$ cat src/rtl/usb_reg_pkg.sv
// Shared state encoding and timing floors for the ChipWhisperer
// register-bus initiator (usb_reg_initiator).
package usb_reg_pkg;

  typedef enum logic [2:0] {
    IDLE,
    SETUP,
    WAIT_WR,
    STROBE,
    HOLD,
    END
  } usb_state_e;

  localparam int MIN_SETUP_CYCLES  = 1;
  localparam int MIN_STROBE_CYCLES = 3;
  localparam int MIN_HOLD_CYCLES   = 3;

  function automatic int max3(
    input int a,
    input int b,
    input int c
  );
    int m;
    m = (a > b) ? a : b;
    return (m > c) ? m : c;
  endfunction

endpackage

$ cat src/rtl/usb_phase_timer.sv
// Loadable down-counter; done is high once the count reaches zero.
// Loading N-1 on entry gives a phase that lasts exactly N cycles.
module usb_phase_timer
  import usb_reg_pkg::*;
#(
  parameter int W = 4
) (
  input  logic         clk,
  input  logic         reset,
  input  logic         load,
  input  logic [W-1:0] load_val,
  output logic         done
);

  logic [W-1:0] cnt_q;
  logic [W-1:0] cnt_d;

  always_comb begin
    cnt_d = cnt_q;
    if (load) begin
      cnt_d = load_val;
    end else if (cnt_q != '0) begin
      cnt_d = cnt_q - 1'b1;
    end
  end

  always_ff @(posedge clk) begin
    if (reset) begin
      cnt_q <= '0;
    end else begin
      cnt_q <= cnt_d;
    end
  end

  assign done = (cnt_q == '0);

endmodule

$ cat src/rtl/usb_reg_initiator.sv
// Bus-master side of the ChipWhisperer parallel register bus.
// Define USB_INIT_CONTENTION_CHECK_EN to add the sticky contention_err output.
module usb_reg_initiator
  import usb_reg_pkg::*;
#(
  parameter int pBYTECNT_SIZE  = 7,
  parameter int pSETUP_CYCLES  = 2,
  parameter int pSTROBE_CYCLES = 4,
  parameter int pHOLD_CYCLES   = 3
) (
  input  logic                     clk_usb,
  input  logic                     reset,
  input  logic                     cmd_valid,
  output logic                     cmd_ready,
  input  logic                     cmd_write,
  input  logic [7:0]               cmd_addr,
  input  logic [pBYTECNT_SIZE-1:0] cmd_len,
  input  logic [7:0]               wr_data,
  input  logic                     wr_valid,
  output logic                     wr_ready,
  output logic [7:0]               rd_data,
  output logic                     rd_valid,
  output logic                     busy,
`ifdef USB_INIT_CONTENTION_CHECK_EN
  output logic                     contention_err,
`endif
  output logic [7:0]               cwusb_addr,
  output logic [7:0]               cwusb_dout,
  output logic                     cwusb_oe,
  input  logic [7:0]               cwusb_din,
  input  logic                     cwusb_isout,
  output logic                     cwusb_rdn,
  output logic                     cwusb_wrn,
  output logic                     cwusb_cen,
  output logic                     cwusb_alen
);

  localparam int PMAX = max3(pSETUP_CYCLES, pSTROBE_CYCLES, pHOLD_CYCLES);
  localparam int PW = $clog2(PMAX) + 1;
  localparam int BW = pBYTECNT_SIZE;
  localparam logic [BW-1:0] BC_ONE = BW'(1);

  if (pSETUP_CYCLES < MIN_SETUP_CYCLES ||
      pSTROBE_CYCLES < MIN_STROBE_CYCLES ||
      pHOLD_CYCLES < MIN_HOLD_CYCLES) begin : g_bad_timing
    $error("usb_reg_initiator: timing parameter below minimum");
  end

  usb_state_e state_q, state_d;
  logic          write_q, write_d;
  logic [BW-1:0] remaining_q, remaining_d;
  logic [7:0]    addr_q, addr_d;
  logic          have_byte_q, have_byte_d;
  logic [7:0]    dout_q, dout_d;
  logic          oe_q, oe_d;
  logic          rdn_q, rdn_d;
  logic          wrn_q, wrn_d;
  logic          cen_q, cen_d;
  logic          alen_q, alen_d;
  logic          wr_ready_q, wr_ready_d;
  logic [7:0]    rd_data_q, rd_data_d;
  logic          rd_valid_q, rd_valid_d;
  logic          busy_q, busy_d;
  logic          cmd_ready_q, cmd_ready_d;

  logic          timer_load;
  logic [PW-1:0] timer_val;
  logic          timer_done;
  logic          in_burst;
  logic          capture;
  logic          rd_fire;

  usb_phase_timer #(
    .W(PW)
  ) u_timer (
    .clk      (clk_usb),
    .reset    (reset),
    .load     (timer_load),
    .load_val (timer_val),
    .done     (timer_done)
  );

  always_ff @(posedge clk_usb) begin
    if (reset) begin
      state_q     <= IDLE;
      write_q     <= 1'b0;
      remaining_q <= '0;
      addr_q      <= 8'h00;
      have_byte_q <= 1'b0;
      dout_q      <= 8'h00;
      oe_q        <= 1'b0;
      rdn_q       <= 1'b1;
      wrn_q       <= 1'b1;
      cen_q       <= 1'b1;
      alen_q      <= 1'b1;
      wr_ready_q  <= 1'b0;
      rd_data_q   <= 8'h00;
      rd_valid_q  <= 1'b0;
      busy_q      <= 1'b0;
      cmd_ready_q <= 1'b0;
    end else begin
      state_q     <= state_d;
      write_q     <= write_d;
      remaining_q <= remaining_d;
      addr_q      <= addr_d;
      have_byte_q <= have_byte_d;
      dout_q      <= dout_d;
      oe_q        <= oe_d;
      rdn_q       <= rdn_d;
      wrn_q       <= wrn_d;
      cen_q       <= cen_d;
      alen_q      <= alen_d;
      wr_ready_q  <= wr_ready_d;
      rd_data_q   <= rd_data_d;
      rd_valid_q  <= rd_valid_d;
      busy_q      <= busy_d;
      cmd_ready_q <= cmd_ready_d;
    end
  end

  always_comb begin
    state_d     = state_q;
    write_d     = write_q;
    remaining_d = remaining_q;
    addr_d      = addr_q;
    have_byte_d = have_byte_q;
    unique case (state_q)
      IDLE: begin
        if (cmd_valid && cmd_ready_q) begin
          state_d     = SETUP;
          write_d     = cmd_write;
          addr_d      = cmd_addr;
          remaining_d = (cmd_len == '0) ? BC_ONE : cmd_len;
        end
      end
      SETUP: begin
        if (timer_done) begin
          state_d = write_q ? WAIT_WR : STROBE;
        end
      end
      WAIT_WR: begin
        // one cycle of dout set-up before wrn falls
        if (have_byte_q) begin
          state_d     = STROBE;
          have_byte_d = 1'b0;
        end else if (wr_valid) begin
          have_byte_d = 1'b1;
        end
      end
      STROBE: begin
        if (timer_done) begin
          state_d = HOLD;
        end
      end
      HOLD: begin
        if (timer_done) begin
          if (remaining_q != '0) begin
            remaining_d = remaining_q - 1'b1;
          end
          if (remaining_q > BC_ONE) begin
            state_d = write_q ? WAIT_WR : STROBE;
          end else begin
            state_d = END;
          end
        end
      end
      END: begin
        state_d = IDLE;
      end
      default: begin
        state_d = IDLE;
      end
    endcase
  end

  // Outputs are registered from state_d so they line up with state_q.
  always_comb begin
    in_burst = (state_d == SETUP) || (state_d == WAIT_WR) ||
               (state_d == STROBE) || (state_d == HOLD);
    cen_d  = !in_burst;
    alen_d = (state_d != SETUP);
    rdn_d  = !((state_d == STROBE) && !write_q);
    wrn_d  = !((state_d == STROBE) && write_q);

    capture    = (state_q == WAIT_WR) && !have_byte_q && wr_valid;
    wr_ready_d = capture;
    dout_d     = capture ? wr_data : dout_q;
    oe_d       = (in_burst && oe_q) || capture;

    rd_fire    = (state_q == STROBE) && timer_done && !write_q;
    rd_valid_d = rd_fire;
    rd_data_d  = rd_fire ? cwusb_din : rd_data_q;

    busy_d      = (state_d != IDLE);
    cmd_ready_d = (state_d == IDLE);

    timer_load = (state_d != state_q);
    unique case (state_d)
      SETUP:   timer_val = PW'(pSETUP_CYCLES - 1);
      STROBE:  timer_val = PW'(pSTROBE_CYCLES - 1);
      HOLD:    timer_val = PW'(pHOLD_CYCLES - 1);
      default: timer_val = '0;
    endcase
  end

`ifdef USB_INIT_CONTENTION_CHECK_EN
  logic contention_q;
  logic contention_d;

  always_comb begin
    contention_d = contention_q | (oe_q & cwusb_isout);
  end

  always_ff @(posedge clk_usb) begin
    if (reset) begin
      contention_q <= 1'b0;
    end else begin
      contention_q <= contention_d;
    end
  end

  assign contention_err = contention_q;
`else
  logic unused_isout;
  assign unused_isout = cwusb_isout;
`endif

  assign cmd_ready  = cmd_ready_q;
  assign wr_ready   = wr_ready_q;
  assign rd_data    = rd_data_q;
  assign rd_valid   = rd_valid_q;
  assign busy       = busy_q;
  assign cwusb_addr = addr_q;
  assign cwusb_dout = dout_q;
  assign cwusb_oe   = oe_q;
  assign cwusb_rdn  = rdn_q;
  assign cwusb_wrn  = wrn_q;
  assign cwusb_cen  = cen_q;
  assign cwusb_alen = alen_q;

endmodule

$ cat config.mk
export PLATFORM = sky130hd
export DESIGN_NAME = usb_reg_initiator
export DESIGN_NICKNAME = d
export VERILOG_FILES = /design/src/rtl/usb_reg_pkg.sv /design/src/rtl/usb_phase_timer.sv /design/src/rtl/usb_reg_initiator.sv
export SDC_FILE = /design/constraint.sdc
export NUM_CORES = 1
export LEC_CHECK = 0
export BUFFER_PORTS_ARGS = -buffer_cell sky130_fd_sc_hd__buf_2
export CAP_MARGIN = 40
export CORE_ASPECT_RATIO = 1.75
export CORE_MARGIN = 5
export CORE_UTILIZATION = 45
export DETAILED_ROUTE_END_ITERATION = 6
export PLACE_DENSITY = 0.82
export SETUP_SLACK_MARGIN = 0.1
export SLEW_MARGIN = 20
export SYNTH_ARGS = -nofsm -noshare
export SYNTH_HDL_FRONTEND = slang
export SYNTH_HIERARCHICAL = 1
export SYNTH_SLANG_ARGS = --single-unit
$ cat constraint.sdc
create_clock -name clk_usb -period 5.9 [get_ports clk_usb]
set_input_delay 0.295 -clock clk_usb [delete_from_list [all_inputs] [get_ports clk_usb]]
set_output_delay 0.295 -clock clk_usb [all_outputs]
set_load 0.02 [all_outputs]
# Word level (Yosys, flattened, before mapping)
# Cells that the tools add are included.
# W data, S select, Z words.
# word_totals
word_cells	79
in_bits	37
ff_bits	48
out_inout_bits	33
# classes
addsub	2
n_reduce_logical	28
order_cmp	1
eq_ne	13
muxes	18
# op_table
cell	count
$mux W7	4
$mux W3	8
$pmux W3 S5	1
$pmux W7 S2	1
$eq A3 B2 Y1 const B	4
$logic_not A3 Y1	3
$logic_and A1 B1 Y1	8
$gt A7 B1 Y1 const B	1
$logic_not A7 Y1	1
$reduce_bool A7 Y1	1
$sub A7 B1 Y7 const B	1
$eq A3 B1 Y1 const B	2
$eq A3 B3 Y1 const B	2
$ne A2 B2 Y1 const B	3
$pmux W2 S3	1
$reduce_bool A3 Y1	2
$logic_not A1 Y1	5
$logic_or A1 B1 Y1	4
$reduce_and A4 Y1	1
$reduce_bool A2 Y1	2
$mux W1	3
$ne A3 B1 Y1 const B	1
$ne A3 B3 Y1	1
$sub A3 B1 Y3 const B	1
$reduce_and A2 Y1	1

# Longest topological paths before layout
# logic_depth
ltp_word	10
depth_mapped	11
ltp_nobuf	10

# By module
# The synthesis kept the hierarchy.
# by_module_without_submodules
mod	seq_area_each_um2	area_each_um2	n_inst	cells_per_inst
usb_reg_initiator	900.9	2063.2	1	227
usb_phase_timer	60.1	206.4	1	22

# Worst setup path after synthesis
# Ideal clock, no wire load.
# synth_path
kind	flip-flop to flip-flop
start	register u_timer.cnt_q[0]
end	register u_timer.cnt_q[1]
synth_period_minus_slack_ps	2072
setup_ps	112
required_ps	5788
path_stages_with_launch	11
path_buffers	0
path_slack_ps	3828
arrival_ps	1960
path_cell_list	dfxtp_1 > inv_1 > ha_1 > nand2b_1 > inv_1 > o21ai_0 > a221oi_1 > o21ai_0 > o22a_1 > nor2b_1 > a2111oi_1
# synth_via
elab_cells_between_ends	15
cone_classes	add/sub (1); eq/ne (4); mux (7); reduce/logical (3)
# synth_lines
item	line	source
start: declaration	usb_phase_timer.sv:15	logic [W-1:0] cnt_q;
start signal: assignment	usb_phase_timer.sv:31	cnt_q <= cnt_d;
$logic_not A3 Y1 (*)	usb_phase_timer.sv:35	assign done = (cnt_q == '0);
named net timer_done	usb_reg_initiator.sv:68	logic timer_done;
$mux W3 (on tied branches)	usb_reg_initiator.sv:156, usb_reg_initiator.sv:137, usb_reg_initiator.sv:151	
$pmux W3 S5 (*)	usb_reg_initiator.sv:127	unique case (state_q)
$ne A3 B3 Y1 (*)	usb_reg_initiator.sv:197	timer_load = (state_d != state_q);
named net timer_load	usb_reg_initiator.sv:66	logic timer_load;
$mux W3 / $reduce_bool A2 Y1 (equally long branches)	n/a	
# The timed path passes the listed nets; every way through them passes the cells marked *. The select of a mux whose other input is x is not followed.
# A chain may end at the register's enable or synchronous reset.

# Final worst setup path
# Same ends and word-level chain as after synthesis.

==> impl.org <==
** Floorplan
- DIE HEIGHT :: about 100 um
- Measured along the x axis, the die boundary spans 63.7 um.
- The initial utilization of the core area, before any placement, comes to 0.460.
- Std cell rows :: 34
- The die covers 6620 um2.
- 70 I/O pins were placed.
- Core region area :: 4930 um2

** Critical path
- STA puts the critical path data required time at 6.10 ns.
- Among all stages on the critical path, the largest delay is contributed by sky130_fd_sc_hd__a221oi_1.
- Largest stage delay on the critical path :: ~0.54 ns
- Register-to-Register Setup Slack :: roughly 3.2 ns
- Crit. path cell count :: 10
- Number of cells on the worst reg-to-reg path :: 10
- Data on the critical path arrives at its endpoint at roughly 2.9 ns.
- Worst Setup End Kind :: flop
- The critical path goes through inv_1 > ha_1 > nand2b_1 > inv_1 > o21ai_0 > a221oi_1 > o21ai_0 > o22a_1 > nor2b_1 > a2111oi_1.
- Last element of the critical path :: u_timer/cnt_q[1]
- Largest fanout of any net on the critical path :: 11
- Grouping stages by cell kind, the critical path spends the most delay in compound AO/OA/AOI/OAI gates.
- Start point of the critical path :: u_timer/cnt_q[0]
- FF-to-FF Start :: u_timer/cnt_q[0]
- Element type at the critical path start :: flop
- The endpoint identified for the worst register-to-register timing path is u_timer/cnt_q[1].
- Buf/Inv on CP :: 2
- The critical path is of the reg2reg type.

** Clock network
- In this run, post-CTS hold repair placed 0 buffers.
- Clock-pin slew was measured on the worst setup and hold paths at 0.09 ns.
- Number of buffers on the longest clock path :: 2
- Total clock buffers created by CTS :: 5
- The clock reaches the later pin of the worst-skew pair after 0.31 ns.
- Root buffer cell :: sky130_fd_sc_hd__clkbuf_8
- The H-tree was split into 2 levels.
- In this run the post-CTS setup repair buffer count came out at 0.
- Clock net sink count :: 48
- After clock tree synthesis, the repair step resized 0 gates.
- TritonCTS built the clock tree.

** Timing
- Derived from the worst setup path, the maximum achievable clock frequency is roughly 380 MHz.
- Unrepaired setup endpoints after global routing :: no
- Final count of pins violating max slew :: 0
- Setup violations remaining at the end of the flow were counted as 0.
- Transition time of the tightest slew-check pin :: 0.818 ns
- Sum of negative setup slack :: 0 ns
- Counting I/O delays and the setup requirement, the final critical path takes 2.66 ns.
- The count of final hold-check violations was 0.
- Setup Skew :: 0.0108 ns
- Slew Limit Headroom :: 0.455
- Of the available clock period, the critical path in the final layout requires 0.451.

** Yosys
- The cell area that synthesis handed to floorplanning was 2270 um2.
- Yosys mapped a number of flops with a built-in enable equal to 0.
- Cell taking the most area after synthesis :: sky130_fd_sc_hd__dfxtp_1
- In the synthesized netlist the dominant register cell turns out to be sky130_fd_sc_hd__dfxtp_1.
- Cells after Synth :: 249
- Cell variety after synth :: 56
- Largest cells by area after synthesis :: sky130_fd_sc_hd__dfxtp_1, sky130_fd_sc_hd__mux2i_1, sky130_fd_sc_hd__nor2_1, sky130_fd_sc_hd__nand2_1, sky130_fd_sc_hd__a21oi_1
- Dividing the synthesized area by the synthesized cell count gives 9.12 um2.
- Of the synthesized area, sequential elements account for 0.423.
- The share of synthesized area in the top cell type comes to 0.423.
- Synthesis inferred 48 register bits.
- When the netlist entered floorplanning its net count stood at 290.
- For this run, asynchronously set or reset flops after synthesis account for 0.
- During synthesis, Yosys emitted a total of 6 warnings.

** Power
- Leakage power :: 1.12 nW
- Post-layout power :: just over 0.9 mW
- Power per Cell Area :: between 300 and 400 nW/um2
- IR drop worst, VDD :: 0.224 mV

** Outcome
- Status :: finished clean

** Run
- Reported max-cap violation count :: 0

** Cells and area
- The net count of the finished layout is 353.
- Ratio of cells with drive above 1 in the final layout :: 0.294
- Relative to the synthesized area, the layout overhead comes to 17.9%.
- The repair_antennas step left the layout with diodes totalling 0.

** Min path
- The worst hold path passes through 3 cells.
- The worst hold path belongs to the class in2reg.

** Global route
- Vias in the first global route :: 1952
- The total overflow left after global routing is 0.
- Pin count of the biggest net entering global routing :: 45
- The first global-routing pass estimated roughly 8900 um of wire.
- The number of antenna violations at the first check in global routing came to 0.
- GRT Util Overall :: 0.165

** Route
- Via count :: between 2000 and 2500
- For this block, the routed nets add up to roughly 5500 um of wire.
- In this run the remaining antenna-violating nets after routing total 0.
- Wire per inst :: roughly 15 um
- The first detailed-routing pass took 5 iterations.
- DRC violations left :: 0
- In this run, the number of DRC markers left after iteration 0 of detailed routing was 66.
- Per-cell via count in the routed design :: 5.51

** Placement
- Detailed placement HPWL :: between 3000 and 4000 um
- Count of buffers from port buffering :: 68
- Final estimated routing congestion in global placement :: 0.855
## flip-flops by register name, summed over array words and instances, names as in the netlist
| register | cells |
|---|---|
| rd_valid | 1 |
| write_q | 1 |
| have_byte_q | 1 |
| cwusb_cen | 1 |
| remaining_q | 7 |
| cwusb_wrn | 1 |
| u_timer/cnt_q | 3 |
| cwusb_dout | 8 |
| rd_data | 8 |
| cwusb_alen | 1 |
| busy | 1 |
| cwusb_oe | 1 |
| cwusb_rdn | 1 |
| state_q | 3 |
| cwusb_addr | 8 |
| wr_ready | 1 |
| cmd_ready | 1 |
## cells by family after synthesis
kind of cell / after synthesis / share of synthesized area
AND/OR/NAND/NOR: 104 / 0.254
AO/OA/AOI/OAI: 55 / 0.168
flip-flops: 48 / 0.423
buffers and inverters: 21 / 0.0601
multiplexers: 16 / 0.0706
adder cells (fa/ha/maj): 4 / 0.0221
other: 1 / 0.00165
## worst min path at each step
stage,startpoint,end,slack (ns)
after floorplan,reset,u_timer/cnt_q[2],0.36
after global placement,cwusb_addr[2],cwusb_addr[2],0.44
after detailed placement,cwusb_addr[6],cwusb_addr[6],0.44
after CTS,wr_data[5],cwusb_dout[5],0.21
after global routing,cmd_addr[0],cwusb_addr[0],0.22
final,wr_data[4],cwusb_dout[4],0.22
## metal layers
metal | up-vias | global-route usage | part of all wire
li1 | 1002 | - | -
met1 | 948 | 0.173 | 0.38
met2 | 57 | 0.298 | 0.55
met3 | 14 | 0.0335 | 0.045
met4 | 0 | 0.0862 | 0.030
met5 | - | 0 | 0
## cell usage in the layout (no fill, tap or decap), types with 3 or more instances in the layout
master,n
sky130_fd_sc_hd__nor2_1,30
sky130_fd_sc_hd__nand4b_1,3
sky130_fd_sc_hd__inv_1,8
sky130_fd_sc_hd__nand2_1,26
sky130_fd_sc_hd__mux2i_1,16
sky130_fd_sc_hd__nor2b_1,8
sky130_fd_sc_hd__a31oi_1,3
sky130_fd_sc_hd__nor3_1,6
sky130_fd_sc_hd__clkbuf_8,6
sky130_fd_sc_hd__dfxtp_1,48
sky130_fd_sc_hd__ha_1,4
sky130_fd_sc_hd__a21oi_1,15
sky130_fd_sc_hd__buf_2,68
sky130_fd_sc_hd__o21ai_0,7
sky130_fd_sc_hd__o211ai_1,3
sky130_fd_sc_hd__nand3_1,5
## area by class of cell
class,instances,area (um2)
Clock buffer,6,82.6
Clock inverter,2,13.8
Fill cell,469,2260
Inverter,8,30.0
Multi-Input combinational cell,180,1170
Sequential cell,48,961
Tap cell,54,67.6
Timing Repair Buffer,69,348
## metrics by stage
step                      worst slack [ns]  area (um2)  hold slack (ns)  utilization  cells
after global routing                  2.98        2680            0.222        0.542    367
after floorplan                       3.83        2270            0.363            -    249
after detailed placement              3.30        2580            0.444        0.523    359
after global placement                3.39        2570            0.440        0.521    358
final                                 3.24        2680            0.218        0.542    367
after CTS                             3.28        2680            0.213        0.542    367
## worst min-delay path: cells and delay by family
kind / cells / cell delay [ns]
buffers and inverters: 1 / 0.07
AND/OR/NAND/NOR: 1 / 0.07
multiplexers: 1 / 0.05
## power breakdown
part	leakage [nW]	switching [mW]	internal (mW)
clock network	0.0516	0.112	0.0959
registers	0.390	0.0371	0.365
logic	0.675	0.176	0.125
total	1.12	0.326	0.586
## Yosys cell counts (3+ instances only)
cell type / count
sky130_fd_sc_hd__nor2b_1: 8
sky130_fd_sc_hd__inv_1: 8
sky130_fd_sc_hd__a21oi_1: 15
sky130_fd_sc_hd__nand4b_1: 3
sky130_fd_sc_hd__clkbuf_1: 5
sky130_fd_sc_hd__a31oi_1: 3
sky130_fd_sc_hd__nand2_1: 26
sky130_fd_sc_hd__nor3_1: 6
sky130_fd_sc_hd__o211ai_1: 3
sky130_fd_sc_hd__dfxtp_1: 48
sky130_fd_sc_hd__mux2i_1: 16
sky130_fd_sc_hd__nand3_1: 5
sky130_fd_sc_hd__nor2_1: 30
sky130_fd_sc_hd__ha_1: 4
sky130_fd_sc_hd__buf_2: 4
sky130_fd_sc_hd__o21ai_0: 7
No activity file was read; power rests on OpenSTA's default activity.
